## src/rtl/dut_sum_acc_if.sv

```systemverilog
// Operand/result bundle for dut_sum_acc: operand pair in, running-sum FIFO head out.
// Handshake: a beat moves on a rising edge where valid && ready. Once raised, valid holds its payload until that edge. ready never depends combinationally on the same side's valid.
interface dut_sum_acc_if #(
    parameter int WIDTH     = 8,
    parameter int ACC_WIDTH = 16
);
    logic                 clear_i;
    logic                 in_valid_i;
    logic                 in_ready_o;
    logic [WIDTH-1:0]     a_i;
    logic [WIDTH-1:0]     b_i;
    logic                 out_valid_o;
    logic                 out_ready_i;
    logic [ACC_WIDTH-1:0] sum_o;
    logic                 ovf_o;
    logic [15:0]          count_o;

    modport slave (
        input  clear_i, in_valid_i, a_i, b_i, out_ready_i,
        output in_ready_o, out_valid_o, sum_o, ovf_o, count_o
    );

    modport master (
        output clear_i, in_valid_i, a_i, b_i, out_ready_i,
        input  in_ready_o, out_valid_o, sum_o, ovf_o, count_o
    );
endinterface

```

## src/rtl/dut_sum_acc.sv

```systemverilog
// Accumulates a_i + b_i into a running sum with wrap or saturate overflow handling.
// Each accepted pair pushes {sum, sticky overflow} into a DEPTH-entry result FIFO.
module dut_sum_acc #(
    parameter int WIDTH     = 8,
    parameter int ACC_WIDTH = 16,
    parameter int DEPTH     = 4,
    parameter int SATURATE  = 0
) (
    input  logic         clk,
    input  logic         rst,
    dut_sum_acc_if.slave bus
);
    localparam int AW = $clog2(DEPTH);
    localparam logic [AW:0] PTR_ONE = {{AW{1'b0}}, 1'b1};

    if (ACC_WIDTH < WIDTH + 1) begin : g_bad_acc_width
        $fatal(1, "dut_sum_acc: ACC_WIDTH must be at least WIDTH+1");
    end
    if ((DEPTH < 2) || ((DEPTH & (DEPTH - 1)) != 0)) begin : g_bad_depth
        $fatal(1, "dut_sum_acc: DEPTH must be a power of two and at least 2");
    end

    logic                 r_rst_q;
    logic [ACC_WIDTH-1:0] r_acc;
    logic                 r_ovf;
    logic [15:0]          r_count;
    logic [AW:0]          r_wr_ptr;
    logic [AW:0]          r_rd_ptr;
    logic [ACC_WIDTH-1:0] r_mem_sum [DEPTH];
    logic                 r_mem_ovf [DEPTH];

    logic                 w_empty;
    logic                 w_full;
    logic                 w_in_ready;
    logic                 w_accept;
    logic                 w_pop;
    logic [WIDTH:0]       w_pair;
    logic [ACC_WIDTH:0]   w_base;
    logic [ACC_WIDTH:0]   w_raw;
    logic                 w_of;
    logic [ACC_WIDTH-1:0] w_acc_next;
    logic                 w_ovf_next;
    logic [15:0]          w_count_next;

    // Pointers carry one extra wrap bit so full and empty are told apart without a counter.
    assign w_empty    = (r_wr_ptr == r_rd_ptr);
    assign w_full     = (r_wr_ptr[AW] != r_rd_ptr[AW]) &&
                        (r_wr_ptr[AW-1:0] == r_rd_ptr[AW-1:0]);
    assign w_in_ready = !r_rst_q && !w_full;
    assign w_accept   = bus.in_valid_i && w_in_ready;
    assign w_pop      = !w_empty && bus.out_ready_i;

    assign w_pair = {1'b0, bus.a_i} + {1'b0, bus.b_i};
    assign w_base = bus.clear_i ? '0 : {1'b0, r_acc};
    assign w_raw  = w_base + {{(ACC_WIDTH - WIDTH){1'b0}}, w_pair};
    assign w_of   = w_raw[ACC_WIDTH];

    always_comb begin
        w_acc_next = w_raw[ACC_WIDTH-1:0];
        if (w_of && (SATURATE != 0)) begin
            w_acc_next = '1;
        end
    end

    // A clear in the accept cycle restarts the flag and count from the new pair alone.
    assign w_ovf_next   = (bus.clear_i ? 1'b0 : r_ovf) | w_of;
    assign w_count_next = (bus.clear_i ? 16'd0 : r_count) + 16'd1;

    always_ff @(posedge clk) begin
        if (rst) begin
            r_rst_q  <= 1'b1;
            r_acc    <= '0;
            r_ovf    <= 1'b0;
            r_count  <= 16'd0;
            r_wr_ptr <= '0;
            r_rd_ptr <= '0;
        end else begin
            r_rst_q <= 1'b0;
            if (w_accept) begin
                r_acc    <= w_acc_next;
                r_ovf    <= w_ovf_next;
                r_count  <= w_count_next;
                r_wr_ptr <= r_wr_ptr + PTR_ONE;
            end else if (bus.clear_i) begin
                r_acc   <= '0;
                r_ovf   <= 1'b0;
                r_count <= 16'd0;
            end
            if (w_pop) begin
                r_rd_ptr <= r_rd_ptr + PTR_ONE;
            end
        end
    end

    // Storage needs no reset: the head outputs are gated by the occupancy flags.
    always_ff @(posedge clk) begin
        if (!rst && w_accept) begin
            r_mem_sum[r_wr_ptr[AW-1:0]] <= w_acc_next;
            r_mem_ovf[r_wr_ptr[AW-1:0]] <= w_ovf_next;
        end
    end

    assign bus.in_ready_o  = w_in_ready;
    assign bus.out_valid_o = !w_empty;
    assign bus.sum_o       = w_empty ? '0 : r_mem_sum[r_rd_ptr[AW-1:0]];
    assign bus.ovf_o       = w_empty ? 1'b0 : r_mem_ovf[r_rd_ptr[AW-1:0]];
    assign bus.count_o     = r_count;
endmodule
```

## src/flat_wrapper.sv

```systemverilog
// flat-port wrapper written by rule: the top's interface ports become plain ports
module dut_sum_acc_flat 
#(
    parameter int WIDTH     = 8,
    parameter int ACC_WIDTH = 16,
    parameter int DEPTH     = 4,
    parameter int SATURATE  = 0
)
  (clk, rst, bus_clear_i, bus_in_valid_i, bus_a_i, bus_b_i, bus_out_ready_i, bus_in_ready_o, bus_out_valid_o, bus_sum_o, bus_ovf_o, bus_count_o);
  dut_sum_acc_if #(.WIDTH(WIDTH), .ACC_WIDTH(ACC_WIDTH)) bus_i ();
  input  logic clk;
  input  logic rst;
  input wire logic [$bits(bus_i.clear_i)-1:0] bus_clear_i;
  input wire logic [$bits(bus_i.in_valid_i)-1:0] bus_in_valid_i;
  input wire logic [$bits(bus_i.a_i)-1:0] bus_a_i;
  input wire logic [$bits(bus_i.b_i)-1:0] bus_b_i;
  input wire logic [$bits(bus_i.out_ready_i)-1:0] bus_out_ready_i;
  output wire logic [$bits(bus_i.in_ready_o)-1:0] bus_in_ready_o;
  output wire logic [$bits(bus_i.out_valid_o)-1:0] bus_out_valid_o;
  output wire logic [$bits(bus_i.sum_o)-1:0] bus_sum_o;
  output wire logic [$bits(bus_i.ovf_o)-1:0] bus_ovf_o;
  output wire logic [$bits(bus_i.count_o)-1:0] bus_count_o;
  assign bus_i.clear_i = bus_clear_i;
  assign bus_i.in_valid_i = bus_in_valid_i;
  assign bus_i.a_i = bus_a_i;
  assign bus_i.b_i = bus_b_i;
  assign bus_i.out_ready_i = bus_out_ready_i;
  assign bus_in_ready_o = bus_i.in_ready_o;
  assign bus_out_valid_o = bus_i.out_valid_o;
  assign bus_sum_o = bus_i.sum_o;
  assign bus_ovf_o = bus_i.ovf_o;
  assign bus_count_o = bus_i.count_o;
  dut_sum_acc #(.WIDTH(WIDTH), .ACC_WIDTH(ACC_WIDTH), .DEPTH(DEPTH), .SATURATE(SATURATE)) u_core (.clk(clk), .rst(rst), .bus(bus_i));
endmodule
```

## config.mk

```make
export PLATFORM = sky130hd
export DESIGN_NAME = dut_sum_acc_flat
export DESIGN_NICKNAME = d
export VERILOG_FILES = /design/src/rtl/dut_sum_acc_if.sv /design/src/rtl/dut_sum_acc.sv /design/src/flat_wrapper.sv
export SDC_FILE = /design/constraint.sdc
export NUM_CORES = 1
export LEC_CHECK = 0
export CORE_UTILIZATION = 61
export DETAILED_ROUTE_END_ITERATION = 6
export GPL_TIMING_DRIVEN = 0
export PLACE_DENSITY = 0.81
export SLEW_MARGIN = 20
export SYNTH_ARGS = -nofsm -noshare
export SYNTH_HDL_FRONTEND = slang
export SYNTH_SLANG_ARGS = --single-unit
```

## constraint.sdc

```tcl
create_clock -name clk -period 7.5 [get_ports clk]
set_clock_uncertainty 0.15 [all_clocks]
set_input_delay 1.5 -clock clk [delete_from_list [all_inputs] [get_ports clk]]
set_output_delay 1.5 -clock clk [all_outputs]
set_load 0.01 [all_outputs]
```

==> results of run 1 <==
layer usage:
layer,wire length [um],part of all wire [%],vias to the layer above
li1,-,-,1615
met2,4980,48,86
met1,4720,46,1632
met4,138,1.3,0
met5,0,0,-
met3,479,4.6,12
power groups by stage:
| stage | Sequential, mW | Clock (mW) | Combinational, mW |
|---|---|---|---|
| final | 0.676 | 0.336 | 0.252 |
| after global routing | 0.677 | 0.357 | 0.275 |
| after CTS | 0.676 | 0.334 | 0.254 |
| after detailed placement | 0.690 | 0 | 0.252 |
| after global placement | 0.689 | 0 | 0.243 |
| after floorplan | 0.687 | 0 | 0.155 |
area by class of cell:
class	instances	area (um2)	area share, %
inverters	16	60.1	0.996
well taps	105	131	2.18
flip-flops and latches	110	2880	47.8
multi-input cells	267	2150	35.6
repair buffers	55	551	9.13
clock buffers	10	128	2.12
plain buffers	17	77.6	1.29
clock inverters	6	55.1	0.913
how the worst max path moves through the flow:
stage | from | endpoint | slack, ns
global placement | bus_clear_i | u_core.r_mem_sum[0][15] | 1.69
floorplan | bus_clear_i | u_core.r_mem_sum[0][11] | 3.08
global route | bus_clear_i | u_core.r_mem_sum[3][15] | 1.78
CTS | bus_clear_i | u_core.r_mem_sum[3][15] | 2.00
detailed placement | bus_clear_i | u_core.r_mem_sum[2][15] | 1.63
finish | bus_clear_i | u_core.r_mem_sum[3][15] | 2.01
cell usage in the layout, fill, tap and decap left out, types with 16 or more instances in the layout:
cell             instances
nand2_1                 31
dfxtp_1                 42
nor2_1                  36
inv_1                   16
a21oi_1                 21
clkdlybuf4s50_1         55
mux4_2                  17
and2_1                  24
edfxtp_1                68
xnor2_1                 17
stage by stage:
stage | util [%] | instance area, um2 | cells | hold slack (ns)
global placement | 71.2 | 5850 | 570 | 0.300
global route | 73.4 | 6030 | 586 | 0.375
floorplan | - | 5170 | 410 | 0.292
finish | 73.4 | 6030 | 586 | 0.346
CTS | 73.4 | 6030 | 586 | 0.346
detailed placement | 71.2 | 5850 | 570 | 0.329
flip-flops by register name, indices dropped and copies added (netlist names), named ones only:
name and cells:
u_core.r_rst_q 1, u_core.r_wr_ptr 3, u_core.r_acc 16, u_core.r_mem_sum 64, u_core.bus.count_o 16, u_core.r_mem_ovf 4, u_core.r_rd_ptr 3, u_core.r_ovf 1
cell families (layout without fill, tap and decap cells):
kind of cell	Yosys count	in the layout	synth area share, %
simple gates	138	138	13.5
flops	110	110	55.8
compound gates	51	51	7.12
buf+inv	33	104	2.66
xor+xnor	32	32	5.42
fa+ha+maj	23	23	6.88
mux	23	23	8.64
critical path: cells and delay by family:
kind	cells	cell delay [ns]
buffers and inverters	5	1.67
AOI/OAI and AO/OA	3	0.93
adders and majority gates	2	0.85
and+or+nand+nor	2	0.29
xor gates and xnor gates	1	0.22
==> impl_metrics.tcl, run 1 <==
set metrics [dict create \
    run_status "complete, no violations" \
    reg2reg_depth 10 \
    synth_nets 454 \
    gp_congestion 0.868 \
    path_max_fanout 10 \
    r2r-end "u_core.r_mem_sum[3][15]" \
    crit_required_ns 7.48 \
    final_max_slew_viol_count 0 \
    drive_gt1_share_pct 10.2 \
    setup_tns_ns 0 \
    antenna_left 0 \
    syn_inst 410 \
    area_growth_pct 16.7 \
    yosys_most_used_dff "edfxtp_1" \
    wl_um 10300 \
    seq_power_share_pct 53.5 \
    criticalPathCategory "primary input to flip-flop" \
    dieHeight_um 94.0 \
    via_count 3345 \
    cp_data_arrival_time_ns 5.46 \
    final_nets 520 \
    clockPowerShare_pct 26.6 \
    htreeDepth 3 \
    initial_utilization_pct 62.9 \
    insertedDiodeCount 0 \
    p_sw_mw 0.351 \
    grt.met2_usage_pct 41.5 \
    cellPowerDensity_mw_per_mm2 209 \
    busiest_layer "met2" \
    synthTopCellsByCount "68 x edfxtp_1, 42 x dfxtp_1, 36 x nor2_1" \
    via_per_inst 5.71 \
    power.share.switching_pct 27.8 \
    fin_ws_ns 2.01 \
    drt-initial-drc-count 167 \
    synth_top_area_cell "edfxtp_1" \
    core.rowCount 33 \
    cts-resized-gates 0 \
    cts_max_path_buffers 2 \
    ys_seq_area_share_pct 55.8 \
    fillers 552 \
    grtUsageMet1_pct 34.1 \
    clock.fmax_mhz 182 \
    r2r_slack_ns 3.99 \
    whs_path_depth 2 \
    max_stage_delay_ns 0.57 \
    hold_class "flip-flop to flip-flop" \
    peakVddDrop_mv 0.126 \
    portBuffers 55 \
    cp-end-kind "flip-flop" \
    gr-usage-met3_pct 4.53 \
    die-area_mm2 0.00884 \
    layout_min_cycle_time_ns 5.49 \
    post-place-ws_ns 1.63 \
    yosysMostFrequentCell "edfxtp_1" \
    post_cts_buffers 0 \
    setup_viol 0 \
    max_cap_violations 0 \
    cts_hold_buf 0 \
    drc_errors 0 \
    grt_pass1_wl_um 16500 \
    hp-start "u_core.r_ovf" \
    hpwl_um 7330 \
    start_kind "primary input" \
    yosysWarnings 0 \
    ys_ff_latch 110 \
    synth_edf_count 68 \
    antenna_found_initial 0 \
    holdPathEnd "u_core.r_ovf" \
    cts_buffers 9 \
    insertion_delay_ns 0.37 \
    total_power_mw 1.26 \
    tightest_slew_ns 0.918 \
    routedWlPerCell_um 17.6 \
    overflow 0 \
    synth_area_leaders "edfxtp_1 40%, dfxtp_1 16%, mux4_2 7.4%" \
    p_int_mw 0.913 \
    cts_sinks 110 \
    cts_tree "built" \
    grt_usage_pct 25.2 \
    grt_max_degree 20 \
    grt_pass1_vias 3331 \
    p_comb_share_pct 19.9 \
    async_flop_share_pct 0 \
    layout_worst_path_cycle_share_pct 73.2 \
    cts_root_buffer "clkbuf_8" \
    rsz0062_at_grt "no" \
    timing.slew.headroom_pct 38.8 \
    core_area_mm2 0.00822 \
    path_cells "clkdlybuf4s50_1 -> inv_1 -> clkbuf_1 -> nand2_1 -> fa_1 -> inv_1 -> ha_1 -> a21o_1 -> a221oi_1 -> o21ai_0 -> buf_2 -> nand2_1 -> xnor2_1" \
    num_io_pins 56 \
    syn_avg_cell_area_um2 12.6 \
    synth_top_area_share_pct 39.5 \
    die_w_um 94.0 \
    syn-cell-area_mm2 0.00517 \
    leakage_nw 2.15 \
    synth.distinct_cells 43 \
    timing.final.hold_violations 0 \
    r2r_start "u_core.r_acc[1]" \
    dr.pass1.iters 4 \
    clkTransAtPathRegs_ns 0.11 \
    critical_path.slowest_cell "clkdlybuf4s50_1" \
]
No activity file was read; power rests on OpenSTA's default activity.
==> run 2, diff against run 1 <==
- CORE_UTILIZATION: 61 -> 56
- PLACE_DENSITY: 0.81 -> 0.75
- clock period: 7.5 -> 5.3 ns (I/O delays scaled with it)
==> impl_metrics.tcl, run 2 (synthesized netlist as in run 1, its figures left out) <==
set metrics [dict create \
    layout_worst_path_cycle_share_pct 91.8 \
    timing.final.hold_violations 0 \
    crit_required_ns 5.30 \
    grt_pass1_vias 3420 \
    hpwl_um 7320 \
    die-area_mm2 0.00962 \
    mostFrequentLayoutCells "68 x edfxtp_1, 55 x clkdlybuf4s50_1, 42 x dfxtp_1, 36 x nor2_1, 31 x nand2_1" \
    cp-startpoint "bus_clear_i" \
    final_max_slew_viol_count 0 \
    violations "DRC" \
    clock.fmax_mhz 205 \
    layout_min_cycle_time_ns 4.87 \
    gp_congestion 0.858 \
    tightest_slew_ns 0.970 \
    cts_max_path_buffers 2 \
    finalNonFillerCells 589 \
    rsz0062_at_grt "no" \
    layout_commonest_cell "edfxtp_1" \
    cp_data_arrival_time_ns 4.86 \
    die_w_um 98.1 \
    drive_gt1_share_pct 10.6 \
    antenna_left 0 \
    core_area_mm2 0.00885 \
    clockPowerShare_pct 27.0 \
    post_cts_buffers 0 \
    routedWlPerCell_um 17.7 \
    multi_input_area_mm2 0.00215 \
    num_io_pins 56 \
    hold_class "flip-flop to flip-flop" \
    portBuffers 55 \
    overflow 0 \
    reg2reg_depth 9 \
    initial_utilization_pct 58.4 \
    grt_max_degree 21 \
    p_comb_share_pct 19.7 \
    largest_reg_flops 64 \
    insertedDiodeCount 0 \
    total_power_mw 1.79 \
    cts_tree "built" \
    grt_pass1_wl_um 17400 \
    design_area_mm2 0.00604 \
    cellPowerDensity_mw_per_mm2 297 \
    insertion_delay_ns 0.36 \
    fillers 678 \
    via_per_inst 5.67 \
    regArea_mm2 0.00288 \
    setup_tns_ns 0 \
    p_int_mw 1.30 \
    dieHeight_um 98.1 \
    whs_path_depth 2 \
    r2r_start "u_core.r_acc[1]" \
    power.share.switching_pct 27.6 \
    seq_power_share_pct 53.3 \
    dr.pass1.iters 6 \
    path_max_fanout 10 \
    via_count 3337 \
    leakage_nw 2.17 \
    drc_errors 2 \
    holdWs_ns 0.349 \
    htreeDepth 3 \
    drt-initial-drc-count 167 \
    run_status "finished with violations" \
    postPlaceCellArea_mm2 0.00585 \
    setup_viol 0 \
    peakVddDrop_mv 0.141 \
    cts_root_buffer "clkbuf_8" \
    max_cap_violations 0 \
    clkTransAtPathRegs_ns 0.11 \
    start_kind "primary input" \
    cp-end-kind "flip-flop" \
    dp_cells 573 \
    core.rowCount 34 \
    timing.slew.headroom_pct 35.3 \
    cts_buffers 9 \
    final_nets 520 \
    wl_um 10400 \
    cts_sinks 110 \
    p_sw_mw 0.495 \
    hp-start "u_core.r_ovf" \
    criticalPathCategory "primary input to flip-flop" \
    grt_usage_pct 23.8 \
    area_growth_pct 16.9 \
    antenna_found_initial 0 \
    cts_hold_buf 0 \
]
-- run 2: cell count changes in the layout (fill, tap and decap cells not counted) --
cell and change:
clkinvlp_4 -2, clkbuf_1 -2, clkinv_4 -2, inv_6 +4, clkbuf_2 +2
-- run 2: worst paths after layout --
path,end,slack [ns]
min,u_core.r_ovf,0.35
min reg2reg,u_core.r_ovf,0.35
max,u_core.r_mem_sum[3][9],0.43
max reg2reg,u_core.r_mem_sum[3][9],1.75
-- run 2: per-layer routing --
layer	GRT usage [%]	wire length, um
met5	0	0
met2	38.1	5000
met3	2.93	420
met4	9.21	112
met1	33.3	4900
-- run 2: worst max-delay path, stage by stage --
cell	delay [ns]
clkdlybuf4s50_1	0.66
clkbuf_2	0.35
nor2b_1	0.12
fa_1	0.45
ha_1	0.24
fa_1	0.42
a21o_1	0.19
a221oi_1	0.44
o21ai_0	0.30
buf_2	0.27
xnor2_1	0.35
-- run 2: metrics by stage --
stage / utilization [%] / worst slack (ns)
floorplan: - / 1.32
global placement: 66.1 / -0.0297
detailed placement: 66.1 / -0.118
CTS: 68.2 / 0.251
global route: 68.3 / 0.182
finish: 68.3 / 0.432
-- run 2: power by group through the flow --
stage | Sequential, mW | Combinational (mW) | Clock (mW)
floorplan | 0.972 | 0.219 | 0
global placement | 0.974 | 0.347 | 0
detailed placement | 0.975 | 0.355 | 0
CTS | 0.955 | 0.356 | 0.490
global route | 0.957 | 0.391 | 0.523
finish | 0.956 | 0.353 | 0.483
-- run 2: cell type report --
class	count	area share, %
repair buffers	55	9.11
flip-flops and latches	110	47.7
well taps	108	2.24
clock inverters	6	0.953
multi-input cells	267	35.5
inverters	16	0.994
clock buffers	10	2.11
plain buffers	17	1.33
-- run 2: what timing repair did --
item,4_1_cts,5_1_grt
endpoints found under the setup margin,0,4
endpoints found under the hold margin,0,0
gates resized for setup,0,4
